--- src/rtl/cpu_pkg.sv ---
// Shared types and defaults for the data-memory arbiter and its write buffer.
package cpu_pkg;

  localparam int unsigned ADDR_WIDTH_DEF   = 16;
  localparam int unsigned DATA_WIDTH_DEF   = 16;
  localparam int unsigned STARVE_LIMIT_DEF = 4;

  // Operation issued on the SRAM port at the most recent edge.
  typedef enum logic [1:0] {
    IDLE  = 2'd0,
    READ  = 2'd1,
    WRITE = 2'd2,
    FWD   = 2'd3
  } port_op_e;

  // Bits needed to count from 0 up to and including limit.
  function automatic int unsigned age_width(input int unsigned limit);
    return (limit < 1) ? 1 : $clog2(limit + 1);
  endfunction

endpackage

--- src/rtl/dmem_arbiter_if.sv ---
// Pipeline-side read/write handshakes plus the single-port SRAM bus.
// slave: the arbiter. master: the pipeline stages and SRAM around it.
interface dmem_arbiter_if
  import cpu_pkg::*;
#(
  parameter int unsigned ADDR_WIDTH = ADDR_WIDTH_DEF,
  parameter int unsigned DATA_WIDTH = DATA_WIDTH_DEF
);

  logic                  rd_req;
  logic [ADDR_WIDTH-1:0] rd_addr;
  logic                  rd_gnt;
  logic                  rd_valid;
  logic [DATA_WIDTH-1:0] rd_data;

  logic                  wr_req;
  logic [ADDR_WIDTH-1:0] wr_addr;
  logic [DATA_WIDTH-1:0] wr_data;
  logic                  wr_gnt;

  logic [ADDR_WIDTH-1:0] mem_addr;
  logic [DATA_WIDTH-1:0] mem_data_out;
  logic                  mem_we_n;
  logic [DATA_WIDTH-1:0] mem_data_in;

  modport slave (
    input  rd_req, rd_addr, wr_req, wr_addr, wr_data, mem_data_in,
    output rd_gnt, rd_valid, rd_data, wr_gnt, mem_addr, mem_data_out, mem_we_n
  );

  modport master (
    output rd_req, rd_addr, wr_req, wr_addr, wr_data, mem_data_in,
    input  rd_gnt, rd_valid, rd_data, wr_gnt, mem_addr, mem_data_out, mem_we_n
  );

endinterface

--- src/rtl/dmem_wbuf.sv ---
// Single-entry write buffer with a saturating age counter.
// A load always starts a fresh entry at age 0; load wins over drain because the
// arbiter only loads when the slot is empty or being drained in the same cycle.
module dmem_wbuf
  import cpu_pkg::*;
#(
  parameter int unsigned ADDR_WIDTH   = ADDR_WIDTH_DEF,
  parameter int unsigned DATA_WIDTH   = DATA_WIDTH_DEF,
  parameter int unsigned STARVE_LIMIT = STARVE_LIMIT_DEF
) (
  input  logic                  clk,
  input  logic                  reset,
  input  logic                  load_i,
  input  logic                  drain_i,
  input  logic [ADDR_WIDTH-1:0] addr_i,
  input  logic [DATA_WIDTH-1:0] data_i,
  output logic                  valid_o,
  output logic [ADDR_WIDTH-1:0] addr_o,
  output logic [DATA_WIDTH-1:0] data_o,
  output logic                  starved_o
);

  localparam int unsigned      AGE_W   = age_width(STARVE_LIMIT);
  localparam logic [AGE_W-1:0] AGE_MAX = AGE_W'(STARVE_LIMIT);

  logic                  valid_q, valid_d;
  logic [ADDR_WIDTH-1:0] addr_q, addr_d;
  logic [DATA_WIDTH-1:0] data_q, data_d;
  logic [AGE_W-1:0]      age_q, age_d;

  // Next entry contents: load, drain, or age the waiting write.
  always_comb begin
    valid_d = valid_q;
    addr_d  = addr_q;
    data_d  = data_q;
    age_d   = age_q;
    if (load_i) begin
      valid_d = 1'b1;
      addr_d  = addr_i;
      data_d  = data_i;
      age_d   = '0;
    end else if (drain_i) begin
      valid_d = 1'b0;
      age_d   = '0;
    end else if (valid_q && (age_q < AGE_MAX)) begin
      age_d = age_q + AGE_W'(1);
    end
  end

  // Entry registers; reset discards any buffered write.
  always_ff @(posedge clk) begin
    if (reset) begin
      valid_q <= 1'b0;
      addr_q  <= '0;
      data_q  <= '0;
      age_q   <= '0;
    end else begin
      valid_q <= valid_d;
      addr_q  <= addr_d;
      data_q  <= data_d;
      age_q   <= age_d;
    end
  end

  assign valid_o   = valid_q;
  assign addr_o    = addr_q;
  assign data_o    = data_q;
  assign starved_o = valid_q && (age_q >= AGE_MAX);

endmodule

--- src/rtl/dmem_arbiter.sv ---
// Data-memory arbiter: operand-fetch reads vs. buffered writeback writes on one
// single-port SRAM. Reads go straight through unless the buffered write must
// drain; writes park in a one-entry buffer and drain on idle read cycles, on
// starvation, on a new write, or on an address hazard.
// Optional build macro DMEM_ARB_BYPASS_EN: reads that hit the buffered write
// (or a same-cycle write) are served from the arbiter without touching SRAM.
//
// op_q   | meaning
// IDLE   | no SRAM access issued at the last edge
// READ   | SRAM read issued; capture mem_data_in at the next edge
// WRITE  | buffered write driven onto SRAM (mem_we_n low this cycle)
// FWD    | read served from forwarded write data; no SRAM access
module dmem_arbiter
  import cpu_pkg::*;
#(
  parameter int unsigned ADDR_WIDTH   = ADDR_WIDTH_DEF,
  parameter int unsigned DATA_WIDTH   = DATA_WIDTH_DEF,
  parameter int unsigned STARVE_LIMIT = STARVE_LIMIT_DEF
) (
  input logic           clk,
  input logic           reset,
  dmem_arbiter_if.slave bus
);

  logic                  wb_valid;
  logic [ADDR_WIDTH-1:0] wb_addr;
  logic [DATA_WIDTH-1:0] wb_data;
  logic                  wb_starved;

  logic                  hit_buf;
  logic                  hit_wr;
  logic                  drain;
  logic                  rd_gnt;
  logic                  wr_gnt;
  logic                  fwd_sel;
  logic [DATA_WIDTH-1:0] fwd_data;

  port_op_e              op_q;
  logic                  rd_valid_q;
  logic [DATA_WIDTH-1:0] rd_data_q;
  logic [DATA_WIDTH-1:0] fwd_data_q;
  logic [ADDR_WIDTH-1:0] mem_addr_q;
  logic [DATA_WIDTH-1:0] mem_data_q;
  logic                  mem_we_n_q;

  dmem_wbuf #(
    .ADDR_WIDTH  (ADDR_WIDTH),
    .DATA_WIDTH  (DATA_WIDTH),
    .STARVE_LIMIT(STARVE_LIMIT)
  ) u_wbuf (
    .clk      (clk),
    .reset    (reset),
    .load_i   (wr_gnt),
    .drain_i  (drain),
    .addr_i   (bus.wr_addr),
    .data_i   (bus.wr_data),
    .valid_o  (wb_valid),
    .addr_o   (wb_addr),
    .data_o   (wb_data),
    .starved_o(wb_starved)
  );

  // Arbitration: drain has priority over reads; a full buffer never blocks a
  // write because a pending write always forces the drain.
  always_comb begin
    hit_buf = wb_valid && (bus.rd_addr == wb_addr);
    hit_wr  = bus.wr_req && (bus.rd_addr == bus.wr_addr);
`ifdef DMEM_ARB_BYPASS_EN
    drain    = !reset && wb_valid &&
               (!bus.rd_req || wb_starved || bus.wr_req);
    wr_gnt   = !reset && bus.wr_req && (!wb_valid || drain);
    rd_gnt   = !reset && bus.rd_req && !drain;
    // A granted read with wr_req high implies an empty buffer, so the
    // same-cycle write is the youngest copy of that address.
    fwd_sel  = hit_wr || hit_buf;
    fwd_data = hit_wr ? bus.wr_data : wb_data;
`else
    drain    = !reset && wb_valid &&
               (!bus.rd_req || wb_starved || bus.wr_req || hit_buf);
    wr_gnt   = !reset && bus.wr_req && (!wb_valid || drain);
    // A read to the address being written this cycle waits until that write
    // has reached SRAM.
    rd_gnt   = !reset && bus.rd_req && !drain && !(hit_wr && wr_gnt);
    fwd_sel  = 1'b0;
    fwd_data = '0;
`endif
  end

  // Port FSM: issue one SRAM operation per edge and return read data one
  // edge after its grant.
  always_ff @(posedge clk) begin
    if (reset) begin
      op_q       <= IDLE;
      rd_valid_q <= 1'b0;
      rd_data_q  <= '0;
      fwd_data_q <= '0;
      mem_addr_q <= '0;
      mem_data_q <= '0;
      mem_we_n_q <= 1'b1;
    end else begin
      rd_valid_q <= (op_q == READ) || (op_q == FWD);
      if (op_q == READ) begin
        rd_data_q <= bus.mem_data_in;
      end else if (op_q == FWD) begin
        rd_data_q <= fwd_data_q;
      end
      mem_we_n_q <= 1'b1;
      if (drain) begin
        op_q       <= WRITE;
        mem_addr_q <= wb_addr;
        mem_data_q <= wb_data;
        mem_we_n_q <= 1'b0;
      end else if (rd_gnt && fwd_sel) begin
        op_q       <= FWD;
        fwd_data_q <= fwd_data;
      end else if (rd_gnt) begin
        op_q       <= READ;
        mem_addr_q <= bus.rd_addr;
      end else begin
        op_q <= IDLE;
      end
    end
  end

  assign bus.rd_gnt       = rd_gnt;
  assign bus.wr_gnt       = wr_gnt;
  assign bus.rd_valid     = rd_valid_q;
  assign bus.rd_data      = rd_data_q;
  assign bus.mem_addr     = mem_addr_q;
  assign bus.mem_data_out = mem_data_q;
  assign bus.mem_we_n     = mem_we_n_q;

endmodule

--- src/flat_wrapper.sv ---
// flat-port wrapper written by rule: the top's interface ports become plain ports
module dmem_arbiter_flat import cpu_pkg::*;
#(
  parameter int unsigned ADDR_WIDTH   = ADDR_WIDTH_DEF,
  parameter int unsigned DATA_WIDTH   = DATA_WIDTH_DEF,
  parameter int unsigned STARVE_LIMIT = STARVE_LIMIT_DEF
)
  (clk, reset, bus_rd_req, bus_rd_addr, bus_wr_req, bus_wr_addr, bus_wr_data, bus_mem_data_in, bus_rd_gnt, bus_rd_valid, bus_rd_data, bus_wr_gnt, bus_mem_addr, bus_mem_data_out, bus_mem_we_n);
  dmem_arbiter_if #(.ADDR_WIDTH(ADDR_WIDTH), .DATA_WIDTH(DATA_WIDTH)) bus_i ();
  input logic clk;
  input logic reset;
  input wire logic [$bits(bus_i.rd_req)-1:0] bus_rd_req;
  input wire logic [$bits(bus_i.rd_addr)-1:0] bus_rd_addr;
  input wire logic [$bits(bus_i.wr_req)-1:0] bus_wr_req;
  input wire logic [$bits(bus_i.wr_addr)-1:0] bus_wr_addr;
  input wire logic [$bits(bus_i.wr_data)-1:0] bus_wr_data;
  input wire logic [$bits(bus_i.mem_data_in)-1:0] bus_mem_data_in;
  output wire logic [$bits(bus_i.rd_gnt)-1:0] bus_rd_gnt;
  output wire logic [$bits(bus_i.rd_valid)-1:0] bus_rd_valid;
  output wire logic [$bits(bus_i.rd_data)-1:0] bus_rd_data;
  output wire logic [$bits(bus_i.wr_gnt)-1:0] bus_wr_gnt;
  output wire logic [$bits(bus_i.mem_addr)-1:0] bus_mem_addr;
  output wire logic [$bits(bus_i.mem_data_out)-1:0] bus_mem_data_out;
  output wire logic [$bits(bus_i.mem_we_n)-1:0] bus_mem_we_n;
  assign bus_i.rd_req = bus_rd_req;
  assign bus_i.rd_addr = bus_rd_addr;
  assign bus_i.wr_req = bus_wr_req;
  assign bus_i.wr_addr = bus_wr_addr;
  assign bus_i.wr_data = bus_wr_data;
  assign bus_i.mem_data_in = bus_mem_data_in;
  assign bus_rd_gnt = bus_i.rd_gnt;
  assign bus_rd_valid = bus_i.rd_valid;
  assign bus_rd_data = bus_i.rd_data;
  assign bus_wr_gnt = bus_i.wr_gnt;
  assign bus_mem_addr = bus_i.mem_addr;
  assign bus_mem_data_out = bus_i.mem_data_out;
  assign bus_mem_we_n = bus_i.mem_we_n;
  dmem_arbiter #(.ADDR_WIDTH(ADDR_WIDTH), .DATA_WIDTH(DATA_WIDTH), .STARVE_LIMIT(STARVE_LIMIT)) u_core (.clk(clk), .reset(reset), .bus(bus_i));
endmodule
--- config.mk ---
export PLATFORM = sky130hd
export DESIGN_NAME = dmem_arbiter_flat
export DESIGN_NICKNAME = d
export VERILOG_FILES = /design/src/rtl/cpu_pkg.sv /design/src/rtl/dmem_arbiter_if.sv /design/src/rtl/dmem_wbuf.sv /design/src/rtl/dmem_arbiter.sv /design/src/flat_wrapper.sv
export SDC_FILE = /design/constraint.sdc
export NUM_CORES = 1
export LEC_CHECK = 0
export ABC_AREA = 1
export CORE_ASPECT_RATIO = 1.25
export CORE_MARGIN = 4
export CORE_UTILIZATION = 45
export CTS_CLUSTER_DIAMETER = 150
export CTS_CLUSTER_SIZE = 30
export DETAILED_ROUTE_END_ITERATION = 10
export DONT_BUFFER_PORTS = 1
export PLACE_DENSITY = 0.72
export SYNTH_ARGS = -nofsm -noshare
export SYNTH_HDL_FRONTEND = slang
export SYNTH_SLANG_ARGS = --single-unit
--- constraint.sdc ---
create_clock -name clk -period 1.6 [get_ports clk]
set_clock_uncertainty 0.15 [all_clocks]
set_input_delay 0.32 -clock clk [delete_from_list [all_inputs] [get_ports clk]]
set_output_delay 0.32 -clock clk [all_outputs]
set_load 0.01 [all_outputs]
# Word-level counts from Yosys, hierarchy flattened
# Cells that the tools add are included.
op_classes:
  div_mod_pow: 0
  n_bitwise: 0
  n_mux: 9
  n_mul: 0
  magnitude_cmp: 2
  shift: 0
  n_reduce_logical: 27
  eq_ne: 4
  add_sub_neg: 1
op_table:
  columns: ["cell", "n"]
  rows:
  - ["$mux W16", 4]
  - ["$eq A16 B16 Y1", 2]
  - ["$logic_and A1 B1 Y1", 12]
  - ["$reduce_bool A2 Y1", 3]
  - ["$logic_not A1 Y1", 5]
  - ["$logic_or A1 B1 Y1", 5]
  - ["$mux W1", 4]
  - ["$add A3 B1 Y3 const B", 1]
  - ["$ge A3 B3 Y1 const B", 1]
  - ["$lt A3 B3 Y1 const B", 1]
  - ["$reduce_or A3 Y1", 1]
  - ["$eq A2 B1 Y1 const B", 1]
  - ["$eq A2 B2 Y1 const B", 1]
  - ["$mux W2", 1]
  - ["$reduce_or A2 Y1", 1]
word_totals:
  word_cells: 54
  rom_bits: 0
  n_memories: 0
  register_bits: 88
  mem_bits_rw: 0
  latchBits: 0
  output_inout_bits: 52
  input_bits: 68

# Depth between registers and ports, before layout
# Gate-level depths: netlist (run 1).
depth:
  word_depth: 13
  ltp_mapped: 14
  ltp_nobuf: 13

# By module
# A second synthesis (run 1) with hierarchy kept.
hier_totals:
  hier_cells: 611
  area_unflattened_um2: 4020.1
modules_own_cells:
  columns: ["module", "n_inst", "area_per_inst_um2", "cells_per_inst", "seq_area_each_um2"]
  rows:
  - ["dmem_arbiter", 1, 2720.1, 449, 1041.0]
  - ["dmem_wbuf", 1, 1300.0, 162, 720.7]

# Worst setup path after synthesis (run 1)
# OpenSTA, ideal clock, no wires.
synth_path:
  path_type: "input to output"
  from: "input reset"
  to: "output bus_rd_gnt"
  path_buffers: 1
  arrival_time_ps: 1357
  required_time_ps: 1130
  path_slack_ps: -227
  cell_stages: 9
  path_cell_list: "inv_1 nand2_1 nor2_1 nand3_1 nor2_1 nand3_1 nand2_2 clkbuf_1 nor2_1"
synth_between:
  elab_chain_len: 8
  word_cells_on_any_way: 12
  cone_classes: "12 x reduce/logical"
synth_rtl:
  columns: ["element", "line_no", "source"]
  rows:
  - ["start: declaration", "flat_wrapper.sv:11", "input logic reset;"]
  - ["$logic_not A1 Y1 (*)", "dmem_arbiter.sv:78, dmem_arbiter.sv:80, dmem_arbiter.sv:83", null]
  - ["$logic_and A1 B1 Y1 (2 in series)", "dmem_arbiter.sv:78", "drain = !reset && wb_valid &&"]
  - ["$logic_or A1 B1 Y1", "dmem_arbiter.sv:80", "wr_gnt = !reset && bus.wr_req && (!wb_valid || drain);"]
  - ["$logic_and A1 B1 Y1", "dmem_arbiter.sv:80", null]
  - ["$logic_and A1 B1 Y1", "dmem_arbiter.sv:83", "rd_gnt = !reset && bus.rd_req && !drain && !(hit_wr && wr_gnt);"]
  - ["$logic_not A1 Y1", "dmem_arbiter.sv:83", null]
  - ["$logic_and A1 B1 Y1 (*)", "dmem_arbiter.sv:83", null]
  - ["end: declaration", "flat_wrapper.sv:18", "output wire logic [$bits(bus_i.rd_gnt)-1:0] bus_rd_gnt;"]
# Every way passes the cells marked *; elsewhere a longest branch is shown, timed or not.

# Final worst setup path (run 1)
layout_path:
  from: "register u_core.u_wbuf.addr_q[11], in the netlist u_core.u_wbuf.addr_o[11]"
  to: "output bus_rd_gnt"
layout_between:
  elab_chain_len: 9
  word_cells_on_any_way: 11
  cone_classes: "1 x eq/ne; 10 x reduce/logical"
layout_rtl:
  columns: ["element", "line_no", "source"]
  rows:
  - ["start: declaration", "dmem_wbuf.sv:27", "logic [ADDR_WIDTH-1:0] addr_q, addr_d;"]
  - ["start signal: assignment", "dmem_wbuf.sv:59", "addr_q <= addr_d;"]
  - ["$eq A16 B16 Y1 (*)", "dmem_arbiter.sv:66", "hit_buf = wb_valid && (bus.rd_addr == wb_addr);"]
  - ["$logic_and A1 B1 Y1 (*)", "dmem_arbiter.sv:66", null]
  - ["$logic_or A1 B1 Y1 (*)", "dmem_arbiter.sv:79", "(!bus.rd_req || wb_starved || bus.wr_req || hit_buf);"]
  - ["$logic_and A1 B1 Y1 (*)", "dmem_arbiter.sv:78", null]
  - ["$logic_or A1 B1 Y1", "dmem_arbiter.sv:80", null]
  - ["$logic_and A1 B1 Y1", "dmem_arbiter.sv:80", null]
  - ["$logic_and A1 B1 Y1", "dmem_arbiter.sv:83", null]
  - ["$logic_not A1 Y1", "dmem_arbiter.sv:83", null]
  - ["$logic_and A1 B1 Y1 (*)", "dmem_arbiter.sv:83", null]
# Marked as above.

==> flow_summary.json, run 1 <==
{
  "cts_tree": "built",
  "worst_path_max_delay_cell": "dfxtp_2",
  "fill_cells": 828,
  "grt_max_degree": 58,
  "final.min_clock_period_ns": 2.07,
  "synth_nets": 666,
  "critPathKind": "register to output pin",
  "drv_slew": 0,
  "hp-class": "input port to register",
  "synth.area.top_cells": "dfxtp_1 (44%), nand2_1 (15%), inv_1 (8.0%), nand3_1 (6.4%), nor2_1 (6.2%)",
  "start_util": 0.458,
  "power.switching_uw": 1290,
  "final_util": 0.602,
  "synthArstFlopShare": 0,
  "first_global_vias": 3829,
  "clkPwrFrac": 0.326,
  "setup_slack_ns": -0.471,
  "core_area_sq_um": 8650,
  "synth_most_common_cell": "nand2_1",
  "die_y_um": 113,
  "cap_violations": 0,
  "cp_common_cell": "nand2_1",
  "regArea_sq_um": 1780,
  "crit_chain": "inv_2 > nand2_1 > nand2_1 > nor2_2 > nand2_1 > nor2_1 > nand2_1 > nand2_4 > nand2_4 > buf_8 > nand2_4 > nor2_4",
  "power.total_uw": 4670,
  "grt_usage": 0.219,
  "crit_buf_inv": 2,
  "tightest_slew_ns": 0.360,
  "p_leak_uw": 0.00248,
  "grt_overflow": 0,
  "antenna_found_initial": 0,
  "ys_seq_area_frac": 0.444,
  "dpl.hpwl_um": 7270,
  "synthTopCellsByCount": "nand2_1 (157), dfxtp_1 (88), inv_1 (85), nor2_1 (66), nand3_1 (51)",
  "postSynthAreaPerCell_sq_um": 6.64,
  "irDropWorstVdd_v": 0.000750,
  "swShare": 0.276,
  "place_inst": 728,
  "tns_ns": -9.65,
  "multi_input_area_sq_um": 1830,
  "post-synth-top-area-cell": "dfxtp_1",
  "synth_top_area_share": 0.444,
  "clock_path_buffers": 2,
  "dieWidth_um": 92.0,
  "h-tree-depth": 3,
  "cp_max_fo": 4,
  "critPathArrivalTime_ns": 1.60,
  "wl_um": 11600,
  "insertion_delay_ns": 0.36,
  "fin_crit_sh": 1.29,
  "numCtsBuffers": 9,
  "max_freq_ghz": 0.483,
  "max_slew_margin": 0.760,
  "end_kind": "output pin",
  "outcome": "complete, but fails checks",
  "rsz0062_at_grt": "true",
  "n_antenna_cell": 0,
  "gp_congestion": 0.905,
  "yosys_warnings": 0,
  "cts-root-buf": "clkbuf_8",
  "p_int_uw": 3380,
  "syn_to_final_growth_pct": 31.4,
  "die_area_sq_um": 10400,
  "dr.pass1.iters": 4,
  "final_cells": 794,
  "setup_violations": 39,
  "io_pins": 120,
  "synth_seq_cells": 88,
  "drive_gt1_frac": 0.181,
  "nets": 739,
  "crit_path_max_incr_delay_ns": 0.36,
  "drc": 0,
  "synth_flop_cell": "dfxtp_1",
  "cp.required_ns": 1.13,
  "portBuffers": 0,
  "cp-start-kind": "register",
  "grt_pass1_wl_um": 18000,
  "postRouteAntennaNets": 0,
  "row_count": 38,
  "clkTransAtPathRegs_ns": 0.09,
  "hold_violations": 0,
  "power_frac_seq": 0.520,
  "routed_via_density": 4.99,
  "drtIter0Drc": 286,
  "vias": 3964,
  "synth_edf_count": 0,
  "syn_inst": 597,
  "clock_sinks": 88,
  "crit_family": "simple AND/OR/NAND/NOR gates",
  "syn_area_sq_um": 3970,
  "violations": "negative setup slack",
  "combPwrFrac": 0.154,
  "power_density_nw_per_um2": 896,
  "yosysUniqueCellTypes": 28,
  "wire_per_inst_um": 14.6
}
-- power groups by stage --
stage | logic, uW | clock network (uW) | registers (uW)
global route | 803 | 1670 | 2440
floorplan | 403 | 0 | 2450
global placement | 508 | 0 | 2470
detailed placement | 519 | 0 | 2480
finish | 718 | 1520 | 2430
CTS | 637 | 1590 | 2430
-- per-stage QoR --
stage	instance area (sq um)	setup slack, ns	hold slack (ns)
3_5_place_dp	4320	-0.234	0.247
2_1_floorplan	4000	-0.0594	0.299
4_1_cts	4950	-0.474	-0.151
3_3_place_gp	4320	-0.220	0.242
6_report	5210	-0.471	0.0170
5_1_grt	5210	-0.582	0.00391
-- kinds of logic (layout without fill, tap and decap cells) --
| logic type | Yosys count | after routing | synth area share |
|---|---|---|---|
| xor+xnor | 3 | 3 | 0.00663 |
| compound gates | 96 | 96 | 0.128 |
| simple gates | 282 | 282 | 0.290 |
| flops | 88 | 88 | 0.444 |
| mux | 1 | 1 | 0.00284 |
| fa+ha+maj | 1 | 1 | 0.00315 |
| buf+inv | 126 | 203 | 0.125 |
-- worst paths after layout --
kind,from,end,slack [ns],depth (start not counted)
hold / removal,bus_rd_addr[14],u_core.bus.mem_addr[14],0.02,4
hold reg to reg,u_core.u_wbuf.data_o[13],u_core.bus.mem_data_out[13],0.31,2
setup / recovery,u_core.u_wbuf.addr_o[11],bus_rd_gnt,-0.47,12
setup reg to reg,u_core.u_wbuf.addr_o[11],u_core.bus.mem_addr[12],-0.35,15
-- per-layer routing --
metal / track usage / up-vias / wire length, um
li1: - / 2004 / -
met1: 0.232 / 1808 / 4340
met2: 0.390 / 119 / 5920
met3: 0.0605 / 33 / 870
met4: 0.118 / 0 / 465
met5: 0 / - / 0
-- state kept, by name, indices dropped and copies added (netlist names), 2 cells and up --
name / count
u_core.op_q: 2
u_core.u_wbuf.data_o: 16
u_core.u_wbuf.age_q: 3
u_core.bus.mem_data_out: 16
u_core.bus.rd_data: 16
u_core.bus.mem_addr: 16
u_core.u_wbuf.addr_o: 16
-- placed cells by master, fill, tap and decap left out, types with 2 or more instances in the layout --
cell / netlist / final
nand2_1: 157 / 153
inv_1: 85 / 80
dfxtp_1: 88 / 73
nor2_1: 66 / 61
a21oi_1: 49 / 49
nand3_1: 51 / 47
dlygate4sd3_1: 0 / 41
buf_4: 1 / 40
o21ai_0: 28 / 21
inv_2: 11 / 16
dfxtp_2: 0 / 14
a31oi_1: 16 / 12
clkbuf_8: 0 / 9
o21ai_1: 0 / 5
nand2_2: 1 / 4
nor2_2: 0 / 4
nand3_2: 0 / 4
buf_6: 2 / 4
nand2_4: 2 / 3
a31oi_4: 0 / 3
buf_12: 0 / 3
xor2_1: 2 / 2
nor3_1: 2 / 2
o21ai_2: 1 / 2
clkinvlp_4: 0 / 2
inv_6: 0 / 2
-- what timing repair did --
action | 4_1_cts | 5_1_grt
hold buffers | 26 | 17
endpoints found under the hold margin | 69 | 33
setup buffers | 5 | 3
setup endpoints to repair | 37 | 40
gates cloned | 2 | 1
pin swaps | 8 | 10
resized for setup | 29 | 17
-- area by class of cell --
| type | instances | area share |
|---|---|---|
| clock inverter | 6 | 0.0130 |
| tap | 120 | 0.0288 |
| multi-input combinational | 383 | 0.352 |
| clock buffer | 9 | 0.0238 |
| sequential | 88 | 0.342 |
| timing repair buffer | 91 | 0.171 |
| inverter | 97 | 0.0699 |
-- tightest hold or removal path, cell delays in order --
cell     delay (ns)
nand2_1        0.03
nand3_1        0.06
nand2_1        0.05
inv_1          0.04
(Power assumes the default switching activity.)
==> inputs of run 2 (changes only) <==
--- a/config.mk
+++ b/config.mk
@@ -6,6 +6,7 @@
 export NUM_CORES = 1
 export LEC_CHECK = 0
 export ABC_AREA = 1
+export CAP_MARGIN = 15
 export CORE_ASPECT_RATIO = 1.25
 export CORE_MARGIN = 4
 export CORE_UTILIZATION = 45
==> results of run 2 <==
Same layout as run 1: the final DEF is identical, and so are final timing and power.
